<file path="src/rtl/reg_burst_writer.sv">
// Byte-stream to register-block burst writer: header, count, then MSB-first words.
// Each assembled word is presented for exactly one cycle; wr_addr parks otherwise.
module reg_burst_writer #(
  parameter int unsigned           ADDR_WIDTH = 7,
  parameter int unsigned           DATA_WIDTH = 16,
  parameter logic [ADDR_WIDTH-1:0] PARK_ADDR  = 7'h7F
) (
  input  logic                  clk,
  input  logic                  rst,
  input  logic [7:0]            rx_data,
  input  logic                  rx_valid,
  output logic                  rx_ready,
  output logic [ADDR_WIDTH-1:0] wr_addr,
  output logic [DATA_WIDTH-1:0] wr_data,
  output logic                  busy,
  output logic                  done,
  output logic                  err
);

  typedef enum logic [2:0] {
    S_IDLE,
    S_CNT,
    S_HI,
    S_LO,
    S_WRITE,
    S_DONE
  } state_e;

  state_e                state_q, state_d;
  logic [ADDR_WIDTH-1:0] addr_q, addr_d;
  logic [7:0]            cnt_q, cnt_d;
  logic [7:0]            hi_q, hi_d;
  logic [ADDR_WIDTH-1:0] wr_addr_q, wr_addr_d;
  logic [DATA_WIDTH-1:0] wr_data_q, wr_data_d;
  logic                  done_q, done_d;
  logic                  err_q, err_d;
  logic                  accept;

  always_ff @(posedge clk or posedge rst) begin
    if (rst) begin
      state_q   <= S_IDLE;
      addr_q    <= '0;
      cnt_q     <= '0;
      hi_q      <= '0;
      wr_addr_q <= PARK_ADDR;
      wr_data_q <= '0;
      done_q    <= 1'b0;
      err_q     <= 1'b0;
    end else begin
      state_q   <= state_d;
      addr_q    <= addr_d;
      cnt_q     <= cnt_d;
      hi_q      <= hi_d;
      wr_addr_q <= wr_addr_d;
      wr_data_q <= wr_data_d;
      done_q    <= done_d;
      err_q     <= err_d;
    end
  end

  // Ready depends on state alone, so there is no path from rx_valid to rx_ready.
  always_comb begin
    rx_ready = 1'b0;
    case (state_q)
      S_IDLE, S_CNT, S_HI, S_LO: rx_ready = 1'b1;
      default:                   rx_ready = 1'b0;
    endcase
  end

  assign accept = rx_valid && rx_ready;

  // Registered outputs are computed from the transition, so they line up with
  // the WRITE/DONE state they accompany rather than lagging it by a cycle.
  always_comb begin
    state_d   = state_q;
    addr_d    = addr_q;
    cnt_d     = cnt_q;
    hi_d      = hi_q;
    wr_addr_d = PARK_ADDR;
    wr_data_d = wr_data_q;
    done_d    = 1'b0;
    err_d     = 1'b0;
    case (state_q)
      S_IDLE: begin
        if (accept) begin
          if (rx_data[7]) begin
            err_d = 1'b1;
          end else begin
            addr_d  = ADDR_WIDTH'(rx_data[6:0]);
            state_d = S_CNT;
          end
        end
      end
      S_CNT: begin
        if (accept) begin
          cnt_d = rx_data;
          if (rx_data == 8'd0) begin
            state_d = S_DONE;
            done_d  = 1'b1;
          end else begin
            state_d = S_HI;
          end
        end
      end
      S_HI: begin
        if (accept) begin
          hi_d    = rx_data;
          state_d = S_LO;
        end
      end
      S_LO: begin
        if (accept) begin
          wr_addr_d = addr_q;
          wr_data_d = DATA_WIDTH'({hi_q, rx_data});
          state_d   = S_WRITE;
        end
      end
      S_WRITE: begin
        addr_d = addr_q + ADDR_WIDTH'(1);
        cnt_d  = cnt_q - 8'd1;
        if (cnt_q == 8'd1) begin
          state_d = S_DONE;
          done_d  = 1'b1;
        end else begin
          state_d = S_HI;
        end
      end
      S_DONE: begin
        state_d = S_IDLE;
      end
      default: begin
        state_d = S_IDLE;
      end
    endcase
  end

  assign busy    = (state_q != S_IDLE);
  assign wr_addr = wr_addr_q;
  assign wr_data = wr_data_q;
  assign done    = done_q;
  assign err     = err_q;

endmodule

</file>
<file path="config.mk">
export PLATFORM = sky130hd
export DESIGN_NAME = reg_burst_writer
export DESIGN_NICKNAME = d
export VERILOG_FILES = /design/src/rtl/reg_burst_writer.sv
export SDC_FILE = /design/constraint.sdc
export NUM_CORES = 1
export LEC_CHECK = 0
export CAP_MARGIN = 25
export CELL_PAD_IN_SITES_DETAIL_PLACEMENT = 1
export CELL_PAD_IN_SITES_GLOBAL_PLACEMENT = 2
export CORE_MARGIN = 2
export CORE_UTILIZATION = 39
export CTS_BUF_LIST = sky130_fd_sc_hd__clkbuf_2
export DETAILED_ROUTE_END_ITERATION = 16
export PLACE_DENSITY_LB_ADDON = 0.1
export SLEW_MARGIN = 30
export SYNTH_ARGS = -nofsm -noshare
export SYNTH_HDL_FRONTEND = slang
export SYNTH_SLANG_ARGS = --single-unit
</file>
<file path="constraint.sdc">
create_clock -name clk -period 3.3 [get_ports clk]
set_clock_uncertainty 0.1 [all_clocks]
set_input_delay 0.495 -clock clk [delete_from_list [all_inputs] [get_ports clk]]
set_output_delay 0.495 -clock clk [all_outputs]
set_load 0.05 [all_outputs]
</file>
==> impl_metrics.toml, run 1 <==
[routing]
drc_errors = 0
antenna_violating_nets_post_route = 0
routed_via_density = 5.38
route.final.wire_length_um = 5450
firstDrtPassIters = 4
drt_first_iter_violations = 58
via_count = 1728
wl_per_cell_um = 17.0

[cells_and_area]
postLayoutCellArea_sq_um = 2860
final_nets = 259
post_route_cells_drive_above_1_share = 0.240
layout.core_utilization = 0.486
layout.cells.non_filler = 321
area.growth.synth_to_final_pct = 20.7
num_antenna_cells = 0

[critical_path]
worstSetupStartpointType = "flip-flop"
crit_path_max_fanout = 10
crit_required_ns = 2.70
critical_path_arrival_ns = 2.07
crit_path_max_incr_delay_ns = 0.82
crit_buf_inv = 1
worstSetupPathType = "reg2out"
cpLargestDelayFamily = "buffers and inverters"
crit_chain = "nor2_1 > nand2_1 > clkdlybuf4s50_1"
cp_slowest_cell = "sky130_fd_sc_hd__clkdlybuf4s50_1"
timing.critical_path.to_type = "primary output"

[place]
standard_cell_area_after_detailed_placement_sq_um = 2790
dp_cells = 313
globalplace.congestion = 0.725
detailedPlacementHpwl_um = 3920
place.port_buffers = 37
place_worst_setup_slack_ns = 0.842

[pwr]
total_power_mw = 2.82
pwr-share-seq = 0.401
power.static_leakage_nw = 1.17
pwr-share-clk = 0.117
vdd.ir_drop.worst_mv = 0.502
internal_power_mw = 1.59
power.share.combinational = 0.481
p_sw_frac = 0.438
total_net_switching_power_mw = 1.24
power_density_nw_per_um2 = 986

[global_routing]
grt-ovfl-total = 0
grt_first_pass_wirelength_um = 9030
largest_net_degree_at_the_start_of_global_routing = 52
grt_antenna_before_repair = 0
track_usage = 0.179
grt_pass1_vias = 1833

[sta]
max_freq_mhz = 375
worst-slew-pin-transition_ns = 0.625
hold_viol = 0
setup_slack_after_layout_ns = 0.631
report.final.setup_viol = 0
final_max_slew_viol_count = 0
fin_tns_setup_ns = 0
period_share = 0.809
hold-worst-slack_ns = 0.355
min_clock_period_post_route_ns = 2.67
grt_setup_unrepaired = "false"
relSlewSlack = 0.583

[floorplanning]
fp.dieArea_sq_um = 6720
num_rows = 28
ioPinCount = 38
die_height_um = 82.0
initial_core_util = 0.403
core_sq_um = 5890
fp.dieW_um = 82.0

[yosys]
synth_async_sr_flop_share = 1.00
yosysTopAreaCellShare = 0.464
netlist_instances = 209
mappedNetlistArea_sq_um = 2370
syn-num-nets = 223
synth_edf_count = 0
synth_top_area_cell = "sky130_fd_sc_hd__dfrtp_1"
synth.yosys.seq_area_share = 0.542
synth-warning-count = 0
synth.top_cells.by_area = "sky130_fd_sc_hd__dfrtp_1 (46%), sky130_fd_sc_hd__mux2_2 (12%), sky130_fd_sc_hd__dfstp_2 (7.8%)"
synth-seq-cells = 51
ys.flop_type = "sky130_fd_sc_hd__dfrtp_1"
synthDistinctLibCells = 45
syn_area_per_cell_sq_um = 11.4

[clock_tree]
cts_made_buffers = 5
cts_htree_levels = 2
cts_max_path_buffers = 2
root_buffer = "sky130_fd_sc_hd__clkbuf_2"
numClockSinks = 51
postCtsSetupBuffers = 0
clkSlewWorstSetupHoldPaths_ns = 0.26
clock_insertion_delay_worst_skew_ns = 0.43
post_cts_hold_buffer_count = 0
cts.repair.resized = 0
cts_tree = "done"

[run]
max_cap_violation_count = 0

[outcome]
outcome = "completed"

[hold_path]
hp-class = "in2async"
-- final timing paths --
| check | startpoint | to | slack, ns | cells after the start |
|---|---|---|---|---|
| worst max-delay path | state_q[1] | busy | 0.63 | 3 |
| worst min-delay path | rst | addr_q[4] | 0.36 | 2 |
| worst max register to register | state_q[2] | cnt_q[6] | 1.32 | 4 |
| worst min register to register | wr_data[2] | wr_data[2] | 0.44 | 1 |
| max in group asynchronous | rst | state_q[0] | 2.31 | 2 |
| min in group clk | wr_data[2] | wr_data[2] | 0.44 | 1 |
-- cells by family (layout without fill, tap and decap cells) --
group                      after synthesis  after routing  synth area share
muxes                                   26             26             0.123
AOI/OAI and AO/OA                       49             49             0.138
and+or+nand+nor                         64             64             0.146
adders and majority gates                3              3            0.0158
DFF                                     51             51             0.542
buffers and inverters                   16             53            0.0364
-- cells in the final DEF (no fill, tap or decap), drive strengths merged, types with 3 or more instances in the layout --
| cell type | count |
|---|---|
| dfrtp | 44 |
| clkdlybuf4s50 | 37 |
| mux2 | 25 |
| nand2 | 16 |
| o21ai | 15 |
| a21oi | 12 |
| nor2 | 10 |
| or2 | 8 |
| dfstp | 7 |
| nand3 | 5 |
| clkbuf | 5 |
| inv | 5 |
| nand2b | 4 |
| nor3 | 4 |
| a22o | 4 |
| nor2b | 3 |
| o22ai | 3 |
| o22a | 3 |
| ha | 3 |
| buf | 3 |
| nor3b | 3 |
-- registers in the layout (all words and copies together), names as in the netlist --
name	flops
wr_data	16
wr_addr	7
hi_q	8
done	1
addr_q	7
state_q	3
cnt_q	8
err	1
-- synthesized netlist by cell type (2+ instances only) --
master,number
sky130_fd_sc_hd__or2_2,8
sky130_fd_sc_hd__clkbuf_1,2
sky130_fd_sc_hd__nand2b_1,4
sky130_fd_sc_hd__nor2b_1,3
sky130_fd_sc_hd__o22a_1,3
sky130_fd_sc_hd__o21ai_1,3
sky130_fd_sc_hd__a22o_1,4
sky130_fd_sc_hd__o22ai_1,3
sky130_fd_sc_hd__nor4_1,2
sky130_fd_sc_hd__nor3b_1,2
sky130_fd_sc_hd__dfstp_2,7
sky130_fd_sc_hd__ha_1,3
sky130_fd_sc_hd__buf_2,6
sky130_fd_sc_hd__o211ai_1,2
sky130_fd_sc_hd__mux2_2,25
sky130_fd_sc_hd__buf_6,2
sky130_fd_sc_hd__nor2_1,10
sky130_fd_sc_hd__dfrtp_1,44
sky130_fd_sc_hd__nor3_1,4
sky130_fd_sc_hd__nand3_1,5
sky130_fd_sc_hd__a21oi_1,11
sky130_fd_sc_hd__nand2_1,16
sky130_fd_sc_hd__and3_1,2
sky130_fd_sc_hd__o21ai_0,12
sky130_fd_sc_hd__a221o_1,2
sky130_fd_sc_hd__inv_1,5
-- metal layers --
metal / wire length (um) / track usage / up-vias / share of wire
met1: 2370 / 0.222 / 884 / 0.44
met5: 0 / 0 / - / 0
met4: 44 / 0.0550 / 0 / 0.0081
met2: 2850 / 0.311 / 25 / 0.52
met3: 179 / 0.0363 / 5 / 0.033
li1: - / - / 814 / -
-- power groups by stage --
stage | clock network (mW) | registers [mW] | logic (mW)
4_1_cts | 0.343 | 1.13 | 1.38
5_1_grt | 0.364 | 1.18 | 1.45
3_3_place_gp | 0 | 1.12 | 1.34
3_5_place_dp | 0 | 1.14 | 1.37
2_1_floorplan | 0 | 1.47 | 0.624
6_report | 0.332 | 1.13 | 1.36
-- layout make-up --
| cell class | instances | area (sq um) |
|---|---|---|
| fillers | 644 | 3020 |
| flip-flops and latches | 51 | 1280 |
| multi-input cells | 142 | 1000 |
| repair buffers | 40 | 393 |
| well taps | 75 | 93.8 |
| clock inverters | 3 | 43.8 |
| clock buffers | 5 | 25.0 |
| inverters | 5 | 21.3 |
-- worst reg2reg max path, stage by stage (launching register included) --
cell,delay (ns)
sky130_fd_sc_hd__dfrtp_1,0.56
sky130_fd_sc_hd__nand3b_1,0.26
sky130_fd_sc_hd__a21oi_2,0.54
sky130_fd_sc_hd__o21ai_0,0.20
sky130_fd_sc_hd__a22o_1,0.26
Note: power is estimated with default switching activity, not from simulation.
==> run 2: changes to the inputs <==
--- a/config.mk
+++ b/config.mk
@@ -9,7 +9,7 @@
 export CELL_PAD_IN_SITES_DETAIL_PLACEMENT = 1
 export CELL_PAD_IN_SITES_GLOBAL_PLACEMENT = 2
 export CORE_MARGIN = 2
-export CORE_UTILIZATION = 39
+export CORE_UTILIZATION = 36
 export CTS_BUF_LIST = sky130_fd_sc_hd__clkbuf_2
 export DETAILED_ROUTE_END_ITERATION = 16
 export PLACE_DENSITY_LB_ADDON = 0.1
==> constraint.sdc (replaced) <==
create_clock -name clk -period 2.59 [get_ports clk]
set_clock_uncertainty 0.1 [all_clocks]
set_input_delay 0.3885 -clock clk [delete_from_list [all_inputs] [get_ports clk]]
set_output_delay 0.3885 -clock clk [all_outputs]
set_load 0.05 [all_outputs]
==> run 2 against run 1 <==
  * Critical path depth down 1
  * Power up 26%
  * Final cell count up 1.9%
  * Utilization down 3.3 points
  * Combinational power up 31%
  * Via count up 4.3%
  * Die area up 7.9%
  * Critical path type unchanged
  * Sequential power up 27%
  * Worst hold slack worse by 0.19 ns
  * Count of clock-buffer cells in the layout up 1
  * Non-clock buffer count up 4
  * Flip-flop and latch count unchanged
==> impl_metrics.toml, run 2 (synthesis gave the netlist of run 1 again) <==
[sta]
final_max_slew_viol_count = 0
report.final.setup_viol = 0
grt_setup_unrepaired = "false"
min_clock_period_post_route_ns = 2.33
hold_viol = 0
fin_tns_setup_ns = 0
period_share = 0.899
relSlewSlack = 0.657
worst-slew-pin-transition_ns = 0.513
max_freq_mhz = 430

[critical_path]
worst_r2r_endpoint = "cnt_q[6]"
worstSetupPathType = "reg2out"
crit_path_max_incr_delay_ns = 0.84
critPathLaunch = "state_q[2]"
setup.reg_to_reg.worst_slack_ns = 0.53
timing.critical_path.to_type = "primary output"
worstSetupEndpoint = "rx_ready"
crit_path_max_fanout = 3
worstSetupStartpointType = "flip-flop"
reg2reg_depth = 6
critical_path_arrival_ns = 1.84
cp_slowest_cell = "sky130_fd_sc_hd__clkdlybuf4s50_1"
timing.rr.start = "cnt_q[0]"
crit_chain = "inv_1 > clkdlybuf4s50_1"
crit_required_ns = 2.10

[pwr]
vdd.ir_drop.worst_mv = 0.799
power_density_nw_per_um2 = 1230
total_power_mw = 3.55
power.static_leakage_nw = 1.19

[place]
detailedPlacementHpwl_um = 4270
globalplace.congestion = 0.789
place.port_buffers = 37

[routing]
firstDrtPassIters = 4
drt_first_iter_violations = 58
wl_per_cell_um = 18.6
antenna_violating_nets_post_route = 0
routed_via_density = 5.51
via_count = 1803
route.final.wire_length_um = 6090
drc_errors = 0

[cells_and_area]
area.growth.synth_to_final_pct = 21.5
most-common-layout-cells = "sky130_fd_sc_hd__dfrtp_1 (44), sky130_fd_sc_hd__clkdlybuf4s50_1 (36), sky130_fd_sc_hd__mux2_2 (25), sky130_fd_sc_hd__nand2_1 (16), sky130_fd_sc_hd__o21ai_0 (12)"
num_antenna_cells = 0
final_common_cell = "sky130_fd_sc_hd__dfrtp_1"
max_ffs_per_register = 16
post_route_cells_drive_above_1_share = 0.248
final_nets = 263
fillerInstances = 687

[clock_tree]
cts_made_buffers = 5
clock_insertion_delay_worst_skew_ns = 0.44
cts_htree_levels = 2
numClockSinks = 51
clkSlewWorstSetupHoldPaths_ns = 0.27
root_buffer = "sky130_fd_sc_hd__clkbuf_2"
cts_max_path_buffers = 2
cts_tree = "done"

[outcome]
outcome = "completed"

[floorplanning]
die_height_um = 85.2
initial_core_util = 0.374
core_sq_um = 6350
ioPinCount = 38
fp.dieArea_sq_um = 7250
num_rows = 29
fp.dieW_um = 85.2

[global_routing]
grt_pass1_vias = 2001
track_usage = 0.178
largest_net_degree_at_the_start_of_global_routing = 52
grt_first_pass_wirelength_um = 10000
grt_antenna_before_repair = 0
grt-ovfl-total = 0

[run]
max_cap_violation_count = 0

[hold_path]
hp-class = "in2async"
[run 2: cell types whose count changed in the layout (fill, tap and decap cells not counted)]
cell	before	now
sky130_fd_sc_hd__clkbuf_2	5	6
sky130_fd_sc_hd__buf_4	3	6
sky130_fd_sc_hd__inv_4	1	0
sky130_fd_sc_hd__buf_12	0	1
sky130_fd_sc_hd__clkinv_1	0	1
sky130_fd_sc_hd__inv_2	0	1
sky130_fd_sc_hd__dlymetal6s2s_1	0	1
sky130_fd_sc_hd__clkinv_2	1	0
sky130_fd_sc_hd__clkdlybuf4s50_1	37	36
sky130_fd_sc_hd__bufinv_16	1	0
[run 2: critical path, delay by kind of cell, from the launching register on]
kind / cells / cell delay (ns)
buffers and inverters: 2 / 0.99
flip-flops: 1 / 0.43
[run 2: area by class of cell]
| type | instances | area, sq um | area share |
|---|---|---|---|
| clock inverter | 2 | 12.5 | 0.00434 |
| clock buffer | 6 | 30.0 | 0.0104 |
| multi-input combinational | 142 | 1000 | 0.347 |
| timing repair buffer | 44 | 438 | 0.152 |
| sequential | 51 | 1280 | 0.446 |
| inverter | 5 | 18.8 | 0.00651 |
| tap | 77 | 96.3 | 0.0334 |
[run 2: what timing repair did]
action                     CTS  global route
gates resized for setup      0             1
buffers inserted             0             0
hold buffers                 0             0
setup endpoints to repair    0             1
[run 2: through the flow]
step	utilization	setup slack (ns)	std cells	area, sq um	hold slack, ns
3_3_place_gp	0.447	0.521	319	2840	0.380
2_1_floorplan	-	0.804	209	2370	0.364
6_report	0.454	0.262	327	2880	0.164
4_1_cts	0.453	0.0124	327	2880	0.163
5_1_grt	0.454	0.216	327	2880	0.165
3_5_place_dp	0.447	0.445	319	2840	0.392
[run 2: worst min path at each step]
stage | start | endpoint | slack [ns] | cells after the start
final | rst | addr_q[1] | 0.16 | 3
after global routing | rst | state_q[0] | 0.17 | 3
after CTS | rst | wr_data[12] | 0.16 | 3
after detailed placement | wr_data[1] | wr_data[1] | 0.39 | 1
after global placement | addr_q[6] | wr_addr[6] | 0.38 | 1
after floorplan | addr_q[6] | wr_addr[6] | 0.36 | 1
[run 2: power by group]
| group | total, mW | switching (mW) | internal [mW] |
|---|---|---|---|
| logic | 1.78 | 1.05 | 0.726 |
| registers | 1.44 | 0.288 | 1.15 |
| clock network | 0.332 | 0.262 | 0.0700 |
| total | 3.55 | 1.61 | 1.94 |
[run 2: per-layer routing]
metal  share of wire  GRT usage  wire length (um)  vias up
li1                -          -                 -      822
met1            0.43      0.224              2590      922
met2            0.52      0.305              3140       44
met3           0.034     0.0379               206       15
met4           0.024     0.0577               148        0
met5               0          0                 0        -
